--- src/rtl/vga_timing_pkg.sv ---
// Shared display timing constants for the 800x480 pixel path.
// Both ends of the pixel interface (vga_ctrl and vga_pic) import this package.
package vga_timing_pkg;

   // Horizontal timing in pixel clocks
   localparam int H_SYNC   = 128;
   localparam int H_BP     = 88;
   localparam int H_ACTIVE = 800;
   localparam int H_FP     = 40;
   localparam int H_TOTAL  = H_SYNC + H_BP + H_ACTIVE + H_FP;

   // Vertical timing in lines
   localparam int V_SYNC   = 2;
   localparam int V_BP     = 33;
   localparam int V_ACTIVE = 480;
   localparam int V_FP     = 10;
   localparam int V_TOTAL  = V_SYNC + V_BP + V_ACTIVE + V_FP;

   // First visible column and row
   localparam int HA0 = H_SYNC + H_BP;
   localparam int VA0 = V_SYNC + V_BP;

   // Counter and coordinate widths
   localparam int H_CNT_W = 11;
   localparam int V_CNT_W = 10;
   localparam int PIX_W   = 10;

   // RGB888 pixel width
   localparam int RGB_W = 24;

endpackage

--- src/rtl/sig_delay.sv ---
// Fixed-depth shift register with synchronous clear.
// Besides the final stage, one bit of the chain can be tapped at an
// intermediate depth; TAP_DEPTH=0 taps the undelayed input.
module sig_delay #(
   parameter int WIDTH     = 1,
   parameter int DEPTH     = 1,
   parameter int TAP_DEPTH = 0,
   parameter int TAP_BIT   = 0
) (
   input  logic             clk,
   input  logic             clear,
   input  logic [WIDTH-1:0] din,
   output logic [WIDTH-1:0] dout,
   output logic             tap
);

   logic [WIDTH-1:0] stage [DEPTH];

   // Shift the input one stage per clock; clear flushes every stage at once.
   always_ff @(posedge clk) begin
      if (clear) begin
         for (int i = 0; i < DEPTH; i++) begin
            stage[i] <= '0;
         end
      end else begin
         stage[0] <= din;
         for (int i = 1; i < DEPTH; i++) begin
            stage[i] <= stage[i-1];
         end
      end
   end

   assign dout = stage[DEPTH-1];

   generate
      if (TAP_DEPTH == 0) begin : g_tap_input
         assign tap = din[TAP_BIT];
      end else begin : g_tap_stage
         assign tap = stage[TAP_DEPTH-1][TAP_BIT];
      end
   endgenerate

endmodule

--- src/rtl/vga_ctrl.sv ---
// VGA/panel timing generator. Issues pixel coordinate requests PIC_LAT clocks
// ahead of display, captures the returned color and drives sync, enable and
// RGB with all outputs aligned to the same pipeline delay.
module vga_ctrl
   import vga_timing_pkg::*;
#(
   parameter int PIC_LAT  = 1,
   parameter bit SYNC_POL = 1'b0
) (
   input  logic             clk,
   input  logic             rst,
   input  logic [RGB_W-1:0] color_data_in,
   output logic             pix_req,
   output logic [PIX_W-1:0] pix_x,
   output logic [PIX_W-1:0] pix_y,
   output logic             hsync,
   output logic             vsync,
   output logic             vga_de,
   output logic [RGB_W-1:0] vga_rgb,
   output logic             frame_start
);

   localparam logic [H_CNT_W-1:0] H_LAST = H_CNT_W'(H_TOTAL - 1);
   localparam logic [V_CNT_W-1:0] V_LAST = V_CNT_W'(V_TOTAL - 1);
   localparam logic [H_CNT_W-1:0] REQ_H0 = H_CNT_W'(HA0 - PIC_LAT);
   localparam logic [H_CNT_W-1:0] REQ_H1 = H_CNT_W'(HA0 + H_ACTIVE - PIC_LAT);
   localparam logic [V_CNT_W-1:0] REQ_V0 = V_CNT_W'(VA0);
   localparam logic [V_CNT_W-1:0] REQ_V1 = V_CNT_W'(VA0 + V_ACTIVE);
   localparam logic [H_CNT_W-1:0] HS_END = H_CNT_W'(H_SYNC);
   localparam logic [V_CNT_W-1:0] VS_END = V_CNT_W'(V_SYNC);

   logic [H_CNT_W-1:0] h_cnt;
   logic [V_CNT_W-1:0] v_cnt;
   logic               raw_hs;
   logic               raw_vs;
   logic               raw_fs;
   logic [3:0]         dly_out;
   logic               req_lat;

   // Raster counters: column wraps each line, row advances on the last column.
   always_ff @(posedge clk) begin
      if (rst) begin
         h_cnt <= '0;
         v_cnt <= '0;
      end else if (h_cnt == H_LAST) begin
         h_cnt <= '0;
         v_cnt <= (v_cnt == V_LAST) ? '0 : v_cnt + V_CNT_W'(1);
      end else begin
         h_cnt <= h_cnt + H_CNT_W'(1);
      end
   end

   // Request window is the active window shifted early by the picture latency.
   always_comb begin
      pix_req = (v_cnt >= REQ_V0) && (v_cnt < REQ_V1) &&
                (h_cnt >= REQ_H0) && (h_cnt < REQ_H1);
      pix_x   = pix_req ? PIX_W'(h_cnt - REQ_H0) : '0;
      pix_y   = pix_req ? (v_cnt - REQ_V0) : '0;
      raw_hs  = (h_cnt < HS_END);
      raw_vs  = (v_cnt < VS_END);
      raw_fs  = (h_cnt == '0) && (v_cnt == '0);
   end

   sig_delay #(
      .WIDTH    (4),
      .DEPTH    (PIC_LAT + 1),
      .TAP_DEPTH(PIC_LAT),
      .TAP_BIT  (0)
   ) u_delay (
      .clk  (clk),
      .clear(rst),
      .din  ({raw_hs, raw_vs, raw_fs, pix_req}),
      .dout (dly_out),
      .tap  (req_lat)
   );

   // Capture returned color only when it answers a real request.
   always_ff @(posedge clk) begin
      if (rst) begin
         vga_rgb <= '0;
      end else begin
         vga_rgb <= req_lat ? color_data_in : '0;
      end
   end

   assign hsync       = ~(dly_out[3] ^ SYNC_POL);
   assign vsync       = ~(dly_out[2] ^ SYNC_POL);
   assign frame_start = dly_out[1];
   assign vga_de      = dly_out[0];

endmodule
--- config.mk ---
export PLATFORM = sky130hd
export DESIGN_NAME = vga_ctrl
export DESIGN_NICKNAME = d
export VERILOG_FILES = /design/src/rtl/vga_timing_pkg.sv /design/src/rtl/sig_delay.sv /design/src/rtl/vga_ctrl.sv
export SDC_FILE = /design/constraint.sdc
export NUM_CORES = 1
export LEC_CHECK = 0
export ABC_CLOCK_PERIOD_IN_PS = 6000
export CORE_ASPECT_RATIO = 1.2
export CORE_MARGIN = 3
export CORE_UTILIZATION = 50
export DETAILED_ROUTE_END_ITERATION = 6
export PLACE_DENSITY = 0.93
export REMOVE_ABC_BUFFERS = 1
export SYNTH_ARGS = -nofsm -noshare
export SYNTH_HDL_FRONTEND = slang
export SYNTH_SLANG_ARGS = --single-unit
--- constraint.sdc ---
create_clock -name clk -period 6 [get_ports clk]
set_clock_uncertainty 0.15 [all_clocks]
set_input_delay 0.6 -clock clk [delete_from_list [all_inputs] [get_ports clk]]
set_output_delay 0.6 -clock clk [all_outputs]
set_load 0.02 [all_outputs]
**After elaboration in Yosys (flattened, before gate mapping)**

Memory sizes are Yosys's and may differ from the RTL's.
Cells that the tools add are included.

- Word-level logic and storage cells: 37
- Memories kept: 1
- RAM bits: 8
- Bits in registers: 45
- Output and inout bits: 49
- Input port bits: 26

Memory list:

| memory | words | width | read ports | clocked after Yosys merged registers in | write ports | line | RTL |
|---|---|---|---|---|---|---|---|
| u_delay.stage | 2 | 4 | 2 | 0 | 2 | sig_delay.sv:17 | `logic [WIDTH-1:0] stage [DEPTH];` |

- Eq/ne operators: 2
- Bitwise gates (word level): 5
- Magnitude comparators: 6
- Mux-type cells: 8
- Add/sub/neg operators: 4
- Reduce and logical (&&, ||, !) cells: 8

Operator list:

| operator | number |
|---|---|
| two-way mux 10 bit | 3 |
| adder 11 x 1 -> 11 bit, second input constant | 1 |
| == test 11 bit, second input constant | 1 |
| greater-or-equal comparator 11 x 8 -> 1 bit, second input constant | 1 |
| zero test 11 bit | 1 |
| less-than comparator 11 x 10 -> 1 bit, second input constant | 1 |
| less-than comparator 11 x 8 -> 1 bit, second input constant | 1 |
| adder 10 x 1 -> 10 bit, second input constant | 1 |
| == test 10 bit, second input constant | 1 |
| greater-or-equal comparator 10 x 6 -> 1 bit, second input constant | 1 |
| zero test 10 bit | 1 |
| less-than comparator 10 bit, second input constant | 1 |
| less-than comparator 10 x 2 -> 1 bit, second input constant | 1 |
| subtractor 10 x 6 -> 10 bit, second input constant | 1 |
| subtractor 10 x 8 -> 10 bit, second input constant | 1 |
| two-way mux 4 bit | 2 |
| logical AND 1 bit | 4 |
| OR reduction 2 bit | 2 |
| two-way mux 1 bit | 3 |
| NOT 1 bit | 3 |
| OR 1 bit | 2 |

**Depth between registers and ports, before layout**

- Depth after elaboration: 5
- Depth in mapped cells: 7
- Mapped depth without buffers: 6

**Modules after synthesis**

A second synthesis with hierarchy kept.

- Cell total of the unflattened synthesis: 280
- Area total of the unflattened synthesis: 2606.2 µm²

Modules (own cells, without submodules):

| module | seq. area each (µm²) | area an instance (µm²) | times used | cells each |
|---|---|---|---|---|
| vga_ctrl | 900.9 | 2366.0 | 1 | 260 |
| sig_delay | 160.2 | 240.2 | 1 | 20 |

**Worst setup path after synthesis**

OpenSTA, ideal clock, no wires.

- Kind: register to output
- Start: register v_cnt[4]
- End: output port pix_x[8]
- Arrival: 2.060 ns
- Setup slack: 3.190 ns
- Data required time: 5.250 ns
- Stages on the path, launching flop included: 6
- Buffers on the path: 1
- Cell sequence: dfxtp_1 clkbuf_1 or3_1 o41ai_1 nand4b_1 nor4b_1

- Longest elaborated chain between the ends: 5
- Elaborated cells on any way between the ends: 6
- Classes of those cells: order compare (2); mux (1); reduce/logical (3)

Ends and longest elaborated chain:

| item | line | RTL |
|---|---|---|
| start: declaration | vga_ctrl.sv:33 | `logic [V_CNT_W-1:0] v_cnt;` |
| start signal: assignment | vga_ctrl.sv:47 | `v_cnt <= (v_cnt == V_LAST) ? '0 : v_cnt + V_CNT_W'(1);` |
| greater-or-equal comparator 10 x 6 -> 1 bit / less-than comparator 10 bit (equally long branches) | vga_ctrl.sv:55 | `pix_req = (v_cnt >= REQ_V0) && (v_cnt < REQ_V1) &&` |
| logical AND 1 bit * (2 in a row) | vga_ctrl.sv:55 |  |
| logical AND 1 bit * | vga_ctrl.sv:56 | `(h_cnt >= REQ_H0) && (h_cnt < REQ_H1);` |
| two-way mux 10 bit * | vga_ctrl.sv:57 | `pix_x = pix_req ? PIX_W'(h_cnt - REQ_H0) : '0;` |
| end: declaration | vga_ctrl.sv:14 | `output logic [PIX_W-1:0] pix_x,` |

Mark *: on every way between the ends. The rest lies on a longest branch, timed or not.

**Final worst setup path**

- Start: register v_cnt[2]
- End: output port pix_x[8]

The elaborated chain is that of the path after synthesis.

==> summary.md <==
| Metric | Value |
|---|---|
| Adder-Cell Fraction of Synth Area | 2.12% |
| # Post-CTS Setup Buffers | 0 |
| Post-CTS Resized | 0 |
| Detailed Routing Iterations Pass 1 | 4 |
| Post-synthesis xor/xnor area fraction | 7.78% |
| Routed len/inst | 14.1 µm |
| P&R area growth vs syn | 35.1% |
| Largest net degree at the start of global routing | 26 |
| Post-route minimum period | 4.29 ns |
| Synth Area in Compound Gates | 7.78% |
| Critical setup path kind | flop to output port |
| # diodes | 0 |
| Longest Clk Path Bufs | 2 |
| Hold Vio Cnt, Final | 0 |
| Met1 WL | 2290 µm |
| Clk root buf | clkbuf_8 |
| Multi-input gate area | 0.00118 mm² |
| Design area | 0.00319 mm² |
| Synth unique cells | 39 |
| Die footprint | 0.00559 mm² |
| Crit path max-delay family | simple AND/OR/NAND/NOR gates |
| Antenna violations before repair | 0 |
| Worst Hold Class | flop to flop |
| Leakage | 1.10 nW |
| CP arrival | 3.54 ns |
| Synth Area in Simple Gates | 31.1% |
| First-pass GRT wire length | 9050 µm |
| DR vias | 2121 |
| Die height | 81.3 µm |
| Row Count | 26 |
| Unrepaired setup endpoints after global routing | false |
| Worst-skew pair later-pin latency | 0.31 ns |
| CP endpoint kind | output port |
| CP Cell Sequence | or3_1 -> o41ai_1 -> nand4b_1 -> nor4b_1 -> clkdlybuf4s50_1 |
| Startpoint types | flop |
| Drt initial violations | 84 |
| Ports | 75 |
| Top routing layer in use | met4 |
| Critical path data required time | 5.25 ns |
| Fin util | 72.7% |
| Seq/Total Area, Yosys | 44.9% |
| Main combinational cell family by area after synthesis | simple AND/OR/NAND/NOR gates |
| Area share of the largest cell type after synthesis | 44.9% |
| Clk pin slew, worst setup/hold paths | 0.10 ns |
| TritonCTS buffer count | 5 |
| Yosys warns | 0 |
| Setup Total Neg Slack | 0 ns |
| Dpl cell area | 0.00310 mm² |
| Async set or reset register ratio after synthesis | 0% |
| Post-synth top area cell | dfxtp_1 |
| Commonest non-fill, non-tap cell in the layout | clkdlybuf4s50_1 |
| Via density | 5.41 |
| Antenna-violating nets left | 0 |
| Dpl hpwl | 4090 µm |
| CTS Hold Bufs | 0 |
| CTS H-tree depth | 2 |
| Final period utilization | 71.4% |
| Synthesized area | 0.00236 mm² |
| EDFF count, synth | 0 |
| Residual DRC count | 0 |
| Yosys reg bits | 53 |
| TritonCTS Sinks | 53 |
| Area contributors post-synth | dfxtp_1, and2_1, xnor2_1, nor3_1, nor2_1 |
| Peak supply drop | 129 µV |
| CTS tree | built |
| Met3 wire len | 509 µm |
| PD cells | 187 mW/mm² |
| Layout cells sized above 1 | 3.87% |
| Worst-path maximum fanout | 22 |
| Mux share of post-synthesis cell area | 0.847% |
| Post-Syn Instances | 274 |
| Register-to-register setup slack | 3.37 ns |
| Peak Freq | 0.233 GHz |
| CP max stage delay | 0.79 ns |
| Die X | 68.8 µm |
| Tightest Pin Transition | 1.10 ns |
| Fin. max-slew vios | 0 |
| CP bufs+invs | 1 |
| Status | finished, final reports clean |
| Reg area | 0.00106 mm² |
| GRT overflow | 0 |
| Vias in the first global route | 1973 |
| GP Congestion | 0.933 |
| Ys flop type | dfxtp_1 |
| Slew HR | 26.7% |
| Wire length on met2 | 2610 µm |
| Nets@finish | 365 |
| Worst path slowest cell | nand4b_1 |
| Fill cells | 307 |
| Port bufs | 74 |
| Routed wire length | 5530 µm |
| Initial Util | 53.8% |
| Core footprint | 0.00439 mm² |
| Final setup fails | 0 |
| Avg Inst Size Synth | 8.63 µm² |
| GRT Total Usage | 21.1% |
| Max Cap Violations | 0 |
| Most frequent cells in the layout | clkdlybuf4s50_1, dfxtp_1, nor3_1, and2_1, nor2_1 |
==> report_power, final <==
group	internal, mW	switching [mW]	total (mW)
logic	0.0207	0.0113	0.0320
clock network	0.0844	0.121	0.206
registers	0.356	0.00292	0.359
total	0.461	0.135	0.596
==> cells in the mapped netlist (all sizes together), types with 2 or more instances <==
library cell / n
a21oi: 11
a31oi: 3
and2: 25
and3: 2
buf: 4
clkbuf: 17
dfxtp: 53
ha: 4
inv: 11
mux2i: 2
nand2: 10
nand3: 8
nand3b: 3
nand4: 5
nor2: 22
nor2b: 5
nor3: 28
nor3b: 2
nor4: 5
nor4b: 3
o21a: 2
o21ai: 7
o41ai: 2
or3: 8
or4: 3
xnor2: 17
xor2: 4
==> kinds of logic (layout without fill, tap and decap cells) <==
group	Yosys count	count (layout)
compound gates	30	30
mux	2	2
simple gates	132	132
flops	53	53
fa+ha+maj	4	4
buf+inv	32	94
xor+xnor	21	21
==> metal layers <==
layer / track usage, % / vias to the layer above
li1: - / 1061
met1: 25.3 / 952
met2: 35.9 / 99
met3: 4.29 / 9
met4: 8.77 / 0
met5: 0 / -
==> final timing paths <==
kind	cells past startpoint	endpoint	from
worst min-delay path	1	u_delay.stage[0][6]	u_delay.stage[0][2]
worst max register to register	4	u_delay.stage[0][0]	v_cnt[2]
worst max-delay path	5	pix_x[8]	v_cnt[2]
worst min register to register	1	u_delay.stage[0][6]	u_delay.stage[0][2]
==> area by class of cell <==
cell class                 instances  share of cell area (%)
inverter                          11                    1.29
timing repair buffer              75                    23.4
clock buffer                       5                    2.16
tap                               56                    2.19
sequential                        53                    33.2
clock inverter                     3                   0.784
multi-input combinational        189                    36.9
==> stage by stage <==
step,hold slack [ns],setup WS [ns],power [mW],instances
3_3_place_gp,0.270,2.16,0.398,384
5_1_grt,0.310,1.40,0.615,392
4_1_cts,0.307,1.68,0.602,392
3_5_place_dp,0.277,2.06,0.399,384
6_report,0.299,1.71,0.596,392
2_1_floorplan,0.264,2.07,0.377,253
==> sequential cells by signal, summed over array words and instances, names as in the netlist <==
| signal | count |
|---|---|
| u_delay.stage | 8 |
| vga_rgb | 24 |
| h_cnt | 11 |
| v_cnt | 10 |
Power figures use the tool's default switching activity.
